`src/rtl/pipelined_add_sub_pkg.sv`:
```
// Shared definitions for the pipelined add/sub datapath.
package pipelined_add_sub_pkg;

    localparam int unsigned DEF_WIDTH  = 24;
    localparam int unsigned DEF_STAGES = 3;

    // Width-independent control part of every stage payload.
    typedef struct packed {
        logic valid;
        logic carry;
        logic sa;
        logic sb;
    } stage_ctl_t;

    // Chunk width handled by each stage (CW = WIDTH/STAGES).
    function automatic int unsigned chunk_width(input int unsigned width,
                                                input int unsigned stages);
        return width / stages;
    endfunction

    // Two's-complement overflow from the operand signs and the result sign.
    function automatic logic signed_overflow(input logic sa, input logic sb, input logic ss);
        return (sa == sb) && (ss != sa);
    endfunction

endpackage

```
`src/rtl/full_adder_chunk.sv`:
```
// Combinational CW-bit adder with carry-in and carry-out.
module full_adder_chunk #(
    parameter int unsigned CW = 8
) (
    input  logic [CW-1:0] i_a,
    input  logic [CW-1:0] i_b,
    input  logic          i_cin,
    output logic [CW-1:0] o_s_c,
    output logic          o_cout_c
);

    localparam int unsigned SW = CW + 1;

    logic [CW:0] w_sum;

    // One extra bit captures the carry out of the chunk.
    assign w_sum    = SW'(i_a) + SW'(i_b) + SW'(i_cin);
    assign o_s_c    = w_sum[CW-1:0];
    assign o_cout_c = w_sum[CW];

endmodule

```
`src/rtl/pipelined_add_sub.sv`:
```
// Pipelined adder/subtractor: carry chain split into STAGES registered chunks,
// valid/ready on both sides with bubble collapse.
module pipelined_add_sub
    import pipelined_add_sub_pkg::*;
#(
    parameter int unsigned WIDTH  = DEF_WIDTH,
    parameter int unsigned STAGES = DEF_STAGES
) (
    input  logic             clock,
    input  logic             reset,
    input  logic             io_in_valid,
    output logic             io_in_ready,
    input  logic [WIDTH-1:0] io_in_a,
    input  logic [WIDTH-1:0] io_in_b,
    input  logic             io_in_cin,
    input  logic             io_in_sub,
    output logic             io_out_valid,
    input  logic             io_out_ready,
    output logic [WIDTH-1:0] io_out_s,
    output logic             io_out_c,
    output logic             io_out_v
);

    localparam int unsigned CW = chunk_width(WIDTH, STAGES);

    // Reject geometries the chunked carry chain cannot represent.
    if (STAGES == 0 || STAGES > WIDTH || (WIDTH % STAGES) != 0) begin : g_bad_geometry
        $error("pipelined_add_sub: WIDTH must be a multiple of STAGES, STAGES in 1..WIDTH");
    end

    // sum_lo fills from the top, one chunk per stage, so after the last
    // stage chunk 0 sits at the LSB. a_hi/b_hi shift down so the chunk to
    // be summed next is always at the LSB.
    typedef struct packed {
        stage_ctl_t       ctl;
        logic [WIDTH-1:0] sum_lo;
        logic [WIDTH-1:0] a_hi;
        logic [WIDTH-1:0] b_hi;
    } stage_t;

    stage_t            r_st  [STAGES];
    stage_t            w_src [STAGES];
    stage_t            w_nxt [STAGES];
    logic [STAGES-1:0] w_load;
    logic [WIDTH-1:0]  w_b_in;
    logic              w_c0;

    // Subtract is a + ~b + ~cin; borrow-in inverts into carry-in.
    assign w_b_in = io_in_sub ? ~io_in_b : io_in_b;
    assign w_c0   = io_in_sub ? ~io_in_cin : io_in_cin;

    // Load enables: a stage loads when empty or when its contents move on.
    always_comb begin : p_load_chain
        logic w_chain;
        w_load  = '0;
        w_chain = r_st[STAGES-1].ctl.valid && io_out_ready;
        for (int k = STAGES - 1; k >= 0; k--) begin
            w_load[k] = !r_st[k].ctl.valid || w_chain;
            w_chain   = w_load[k];
        end
    end

    for (genvar k = 0; k < STAGES; k++) begin : g_stage
        logic [CW-1:0] w_sum;
        logic          w_cout;

        // Stage source: the input port for stage 0, the previous register otherwise.
        if (k == 0) begin : g_entry
            assign w_src[0] = '{
                ctl:    '{valid: io_in_valid, carry: w_c0,
                          sa: io_in_a[WIDTH-1], sb: w_b_in[WIDTH-1]},
                sum_lo: '0,
                a_hi:   io_in_a,
                b_hi:   w_b_in
            };
        end else begin : g_link
            assign w_src[k] = r_st[k-1];
        end

        full_adder_chunk #(
            .CW(CW)
        ) u_chunk (
            .i_a      (w_src[k].a_hi[CW-1:0]),
            .i_b      (w_src[k].b_hi[CW-1:0]),
            .i_cin    (w_src[k].ctl.carry),
            .o_s_c    (w_sum),
            .o_cout_c (w_cout)
        );

        // Next payload: new chunk enters at the top of sum_lo, operands shift down.
        assign w_nxt[k] = '{
            ctl:    '{valid: w_src[k].ctl.valid, carry: w_cout,
                      sa: w_src[k].ctl.sa, sb: w_src[k].ctl.sb},
            sum_lo: WIDTH'({w_sum, w_src[k].sum_lo} >> CW),
            a_hi:   w_src[k].a_hi >> CW,
            b_hi:   w_src[k].b_hi >> CW
        };
    end

    // Stage registers: load when enabled, otherwise hold.
    always_ff @(posedge clock or negedge reset) begin
        if (!reset) begin
            for (int k = 0; k < STAGES; k++) begin
                r_st[k] <= '0;
            end
        end else begin
            for (int k = 0; k < STAGES; k++) begin
                if (w_load[k]) begin
                    r_st[k] <= w_nxt[k];
                end
            end
        end
    end

    assign io_in_ready  = w_load[0];
    assign io_out_valid = r_st[STAGES-1].ctl.valid;
    assign io_out_s     = r_st[STAGES-1].sum_lo;
    assign io_out_c     = r_st[STAGES-1].ctl.carry;
    assign io_out_v     = signed_overflow(r_st[STAGES-1].ctl.sa, r_st[STAGES-1].ctl.sb,
                                          r_st[STAGES-1].sum_lo[WIDTH-1]);

endmodule

```
`config.mk`:
```
export PLATFORM = sky130hd
export DESIGN_NAME = pipelined_add_sub
export DESIGN_NICKNAME = d
export VERILOG_FILES = /design/src/rtl/pipelined_add_sub_pkg.sv /design/src/rtl/full_adder_chunk.sv /design/src/rtl/pipelined_add_sub.sv
export SDC_FILE = /design/constraint.sdc
export NUM_CORES = 1
export LEC_CHECK = 0
export BUFFER_PORTS_ARGS = -buffer_cell sky130_fd_sc_hd__buf_2
export CAP_MARGIN = 20
export CORE_UTILIZATION = 40
export CTS_BUF_LIST = sky130_fd_sc_hd__clkbuf_4 sky130_fd_sc_hd__clkbuf_8 sky130_fd_sc_hd__clkbuf_16
export CTS_CLUSTER_SIZE = 28
export DETAILED_ROUTE_END_ITERATION = 7
export PLACE_DENSITY = 0.6
export SLEW_MARGIN = 20
export SYNTH_ARGS = -nofsm -noshare
export SYNTH_HDL_FRONTEND = slang
export SYNTH_SLANG_ARGS = --single-unit
export TNS_END_PERCENT = 50
```
`constraint.sdc`:
```
create_clock -name clock -period 3.5 [get_ports clock]
set_input_delay 0.7 -clock clock [delete_from_list [all_inputs] [get_ports clock]]
set_output_delay 0.7 -clock clock [all_outputs]
set_load 0.03 [all_outputs]
```
==> results.toml <==
[critical_path]
cpMaxStageDelayCell = "o31ai_1"
crit_top_cell = "o31ai_1"
cp-start-kind = "input pin"
required_ns = 3.70
crit_path_cell_trace = "buf_2 -> buf_4 -> xor2_1 -> ha_1 -> nor2b_1 -> o31ai_1 -> nand2b_1 -> a211oi_1 -> o31ai_1"
crit_arrival_ns = 2.68
worstSetupEndpointType = "flip-flop"
worstPathMaxFanout = 23
crit_type = "in2reg"
reg2reg_slack_ns = 1.21
critPathMaxStageDelay_ns = 0.40

[timing]
tightest_slew_ns = 0.977
fmax_mhz = 404
final.setup.tns_ns = 0
drv_slew = 0
period_needed_ns = 2.47
rsz0062_at_grt = "no"
setup_slack_ns = 1.03
skew_ns = 0.00734
hold_violations = 0
period_share_pct = 70.7
slew_headroom_pct = 34.7
setup_violations = 0

[placed_design]
post-place-ws_ns = 0.650
place_congestion = 0.838
dp.cells = 743
dpl.hpwl_mm = 7.35
portBuffers = 81

[floorplan]
initial_core_util_pct = 40.9
die_h_um = 115
die_w_um = 115
num_io_pins = 82
core-area_um2 = 12600
num_rows = 41
die_area_um2 = 13300

[logic_synthesis]
synth_warnings = 0
ys_seq_area_share_pct = 50.6
synth_edf_count = 0
synth_cells = 528
synth_top_area_share_pct = 50.6
synth_flop_cell = "dfrtp_1"
ys_ff_latch = 104
syn_area_per_cell_um2 = 9.73
async_flop_share_pct = 100
syn_area_um2 = 5140
synth_top_area_cell = "dfrtp_1"
syn_nets = 609
synth_area_leaders = "dfrtp_1 51%, nand2_1 12%, ha_1 5.1%, mux2_2 4.4%, o21ai_0 4.2%"
synth_cell_types = 32

[route]
ant_nets = 0
wl_per_cell_um = 13.4
num_vias = 3570
dr.pass1.iters = 6
drc_errors = 2
vias_per_cell = 4.72
drt-initial-drc-count = 174
drt-total-wl_mm = 10.1

[cells_and_area]
ff_latch_area_um2 = 2600
syn_to_final_growth_pct = 13.1
drive_gt1_share_pct = 22.1
antenna_cells = 0
fillCellCount = 1237
multi_input_area_um2 = 2220
fin_nets = 663
layout.cells.non_filler = 757

[global_routing]
grt_pass1_vias = 3614
grt_max_degree = 61
overflow = 0
grt_use_total_pct = 17.1
grt_pass1_wl_mm = 17.4
antenna_found_initial = 1

[clocking]
cts.sinks = 104
cts_setup_buffers = 0
cts-resized-gates = 0
insertion_delay_ns = 0.34
cts_tree = "yes"
cts.clk_slew.worst_paths_ns = 0.06
numCtsBuffers = 9
htree_levels = 3
clockBufferDepth = 2
hold_buffers = 0
cts_root_buffer = "clkbuf_16"

[pwr]
leakage_nw = 2.81
ir_drop_v = 0.000288
powerDensity_nw_per_um2 = 668

[flow_run]
maxCapViolCount = 0

[run_status]
status = "complete, but fails checks"
violations = "DRC"

[worst_hold_path]
hold_class = "in2async"
cells by family after synthesis:
family | after synthesis | share of synthesized area, %
and+or+nand+nor | 199 | 15.4
muxes | 20 | 4.38
buffers and inverters | 56 | 6.26
AOI/OAI and AO/OA | 84 | 9.42
xor gates and xnor gates | 38 | 6.48
adders and majority gates | 27 | 7.45
DFF | 104 | 50.6
worst max-delay path, delay by kind of cell:
kind,cells,cell delay (ns)
AOI/OAI and AO/OA,3,0.74
adders and majority gates,1,0.29
buffers and inverters,2,0.49
xor gates and xnor gates,1,0.19
and+or+nand+nor,2,0.26
area by class of cell:
class / count / area share, %
Timing Repair Buffer: 89 / 8.05
Tap cell: 172 / 3.70
Sequential cell: 104 / 44.8
Inverter: 10 / 0.646
Multi-Input combinational cell: 368 / 38.2
Clock buffer: 13 / 4.50
Clock inverter: 1 / 0.0861
sequential cells by signal, indices dropped and copies added, names as in the netlist:
name / count
io_out_c: 1
r_st: 78
io_out_s: 24
io_out_valid: 1
power by group:
group / total (mW) / internal (mW) / switching [mW]
sequential: 1.71 / 1.53 / 0.181
clock: 0.916 / 0.517 / 0.399
combinational: 1.26 / 0.488 / 0.768
cell usage in the layout, fill, tap and decap left out:
| cell | count |
|---|---|
| or4_1 | 1 |
| o21bai_1 | 3 |
| nand2_1 | 168 |
| clkbuf_16 | 9 |
| nor2_1 | 11 |
| buf_2 | 80 |
| nor3_1 | 8 |
| xnor2_1 | 19 |
| fa_1 | 6 |
| o211ai_1 | 2 |
| dfrtp_1 | 104 |
| buf_4 | 9 |
| a21oi_1 | 14 |
| a21o_1 | 3 |
| o31ai_1 | 3 |
| xor2_1 | 19 |
| mux2_2 | 20 |
| and2_1 | 1 |
| nor2b_1 | 3 |
| or3_2 | 1 |
| o21ai_2 | 1 |
| inv_1 | 10 |
| ha_1 | 21 |
| o21ai_1 | 1 |
| a31oi_1 | 3 |
| o221ai_1 | 1 |
| clkbuf_8 | 1 |
| o21ai_0 | 43 |
| a211oi_1 | 6 |
| or2_2 | 2 |
| and3_2 | 1 |
| clkinv_2 | 1 |
| nor2b_4 | 1 |
| clkbuf_4 | 3 |
| o21a_1 | 4 |
| nand2b_1 | 2 |
metal layers:
layer  wire length [µm]  global-route usage, %  vias to the layer above
li1                   -                      -                     1810
met1               4590                   21.8                     1670
met2               4850                   28.1                       74
met3                496                   4.16                       16
met4                181                   6.41                        0
met5                  0                      0                        -
synthesized netlist by cell type, types with 2 or more instances:
library cell	n
a211oi_1	6
a21o_1	3
a21oi_1	14
a31oi_1	3
buf_2	17
buf_4	24
clkbuf_1	5
dfrtp_1	104
fa_1	6
ha_1	21
inv_1	10
mux2_2	20
nand2_1	168
nand2b_1	2
nor2_1	11
nor2b_1	4
nor3_1	8
o211ai_1	2
o21a_1	4
o21ai_0	43
o21bai_1	3
o31ai_1	3
or2_2	2
xnor2_1	19
xor2_1	19
metrics by stage:
stage | power, mW | cell area [µm²] | utilization, % | hold WS (ns)
floorplan | 2.81 | 5140 | - | 0.404
global placement | 2.97 | 5550 | 44.1 | 0.438
detailed placement | 3.01 | 5550 | 44.1 | 0.453
CTS | 3.94 | 5810 | 46.3 | 0.422
global route | 4.16 | 5810 | 46.3 | 0.451
finish | 3.88 | 5810 | 46.3 | 0.402
path summary, 6_finish.rpt:
check / start / end / depth (start not counted)
setup / recovery: io_in_sub / r_st[222]$_DFFE_PN0P_ / 9
hold / removal: reset / io_out_s[14]$_DFFE_PN0P_ / 1
setup reg to reg: r_st[226]$_DFFE_PN0P_ / r_st[146]$_DFFE_PN0P_ / 7
hold reg to reg: r_st[164]$_DFFE_PN0P_ / r_st[80]$_DFFE_PN0P_ / 2
max in group asynchronous: reset / io_out_s[13]$_DFFE_PN0P_ / 2
min in group clock: r_st[164]$_DFFE_PN0P_ / r_st[80]$_DFFE_PN0P_ / 2
Note: power is estimated with default switching activity, not from simulation.
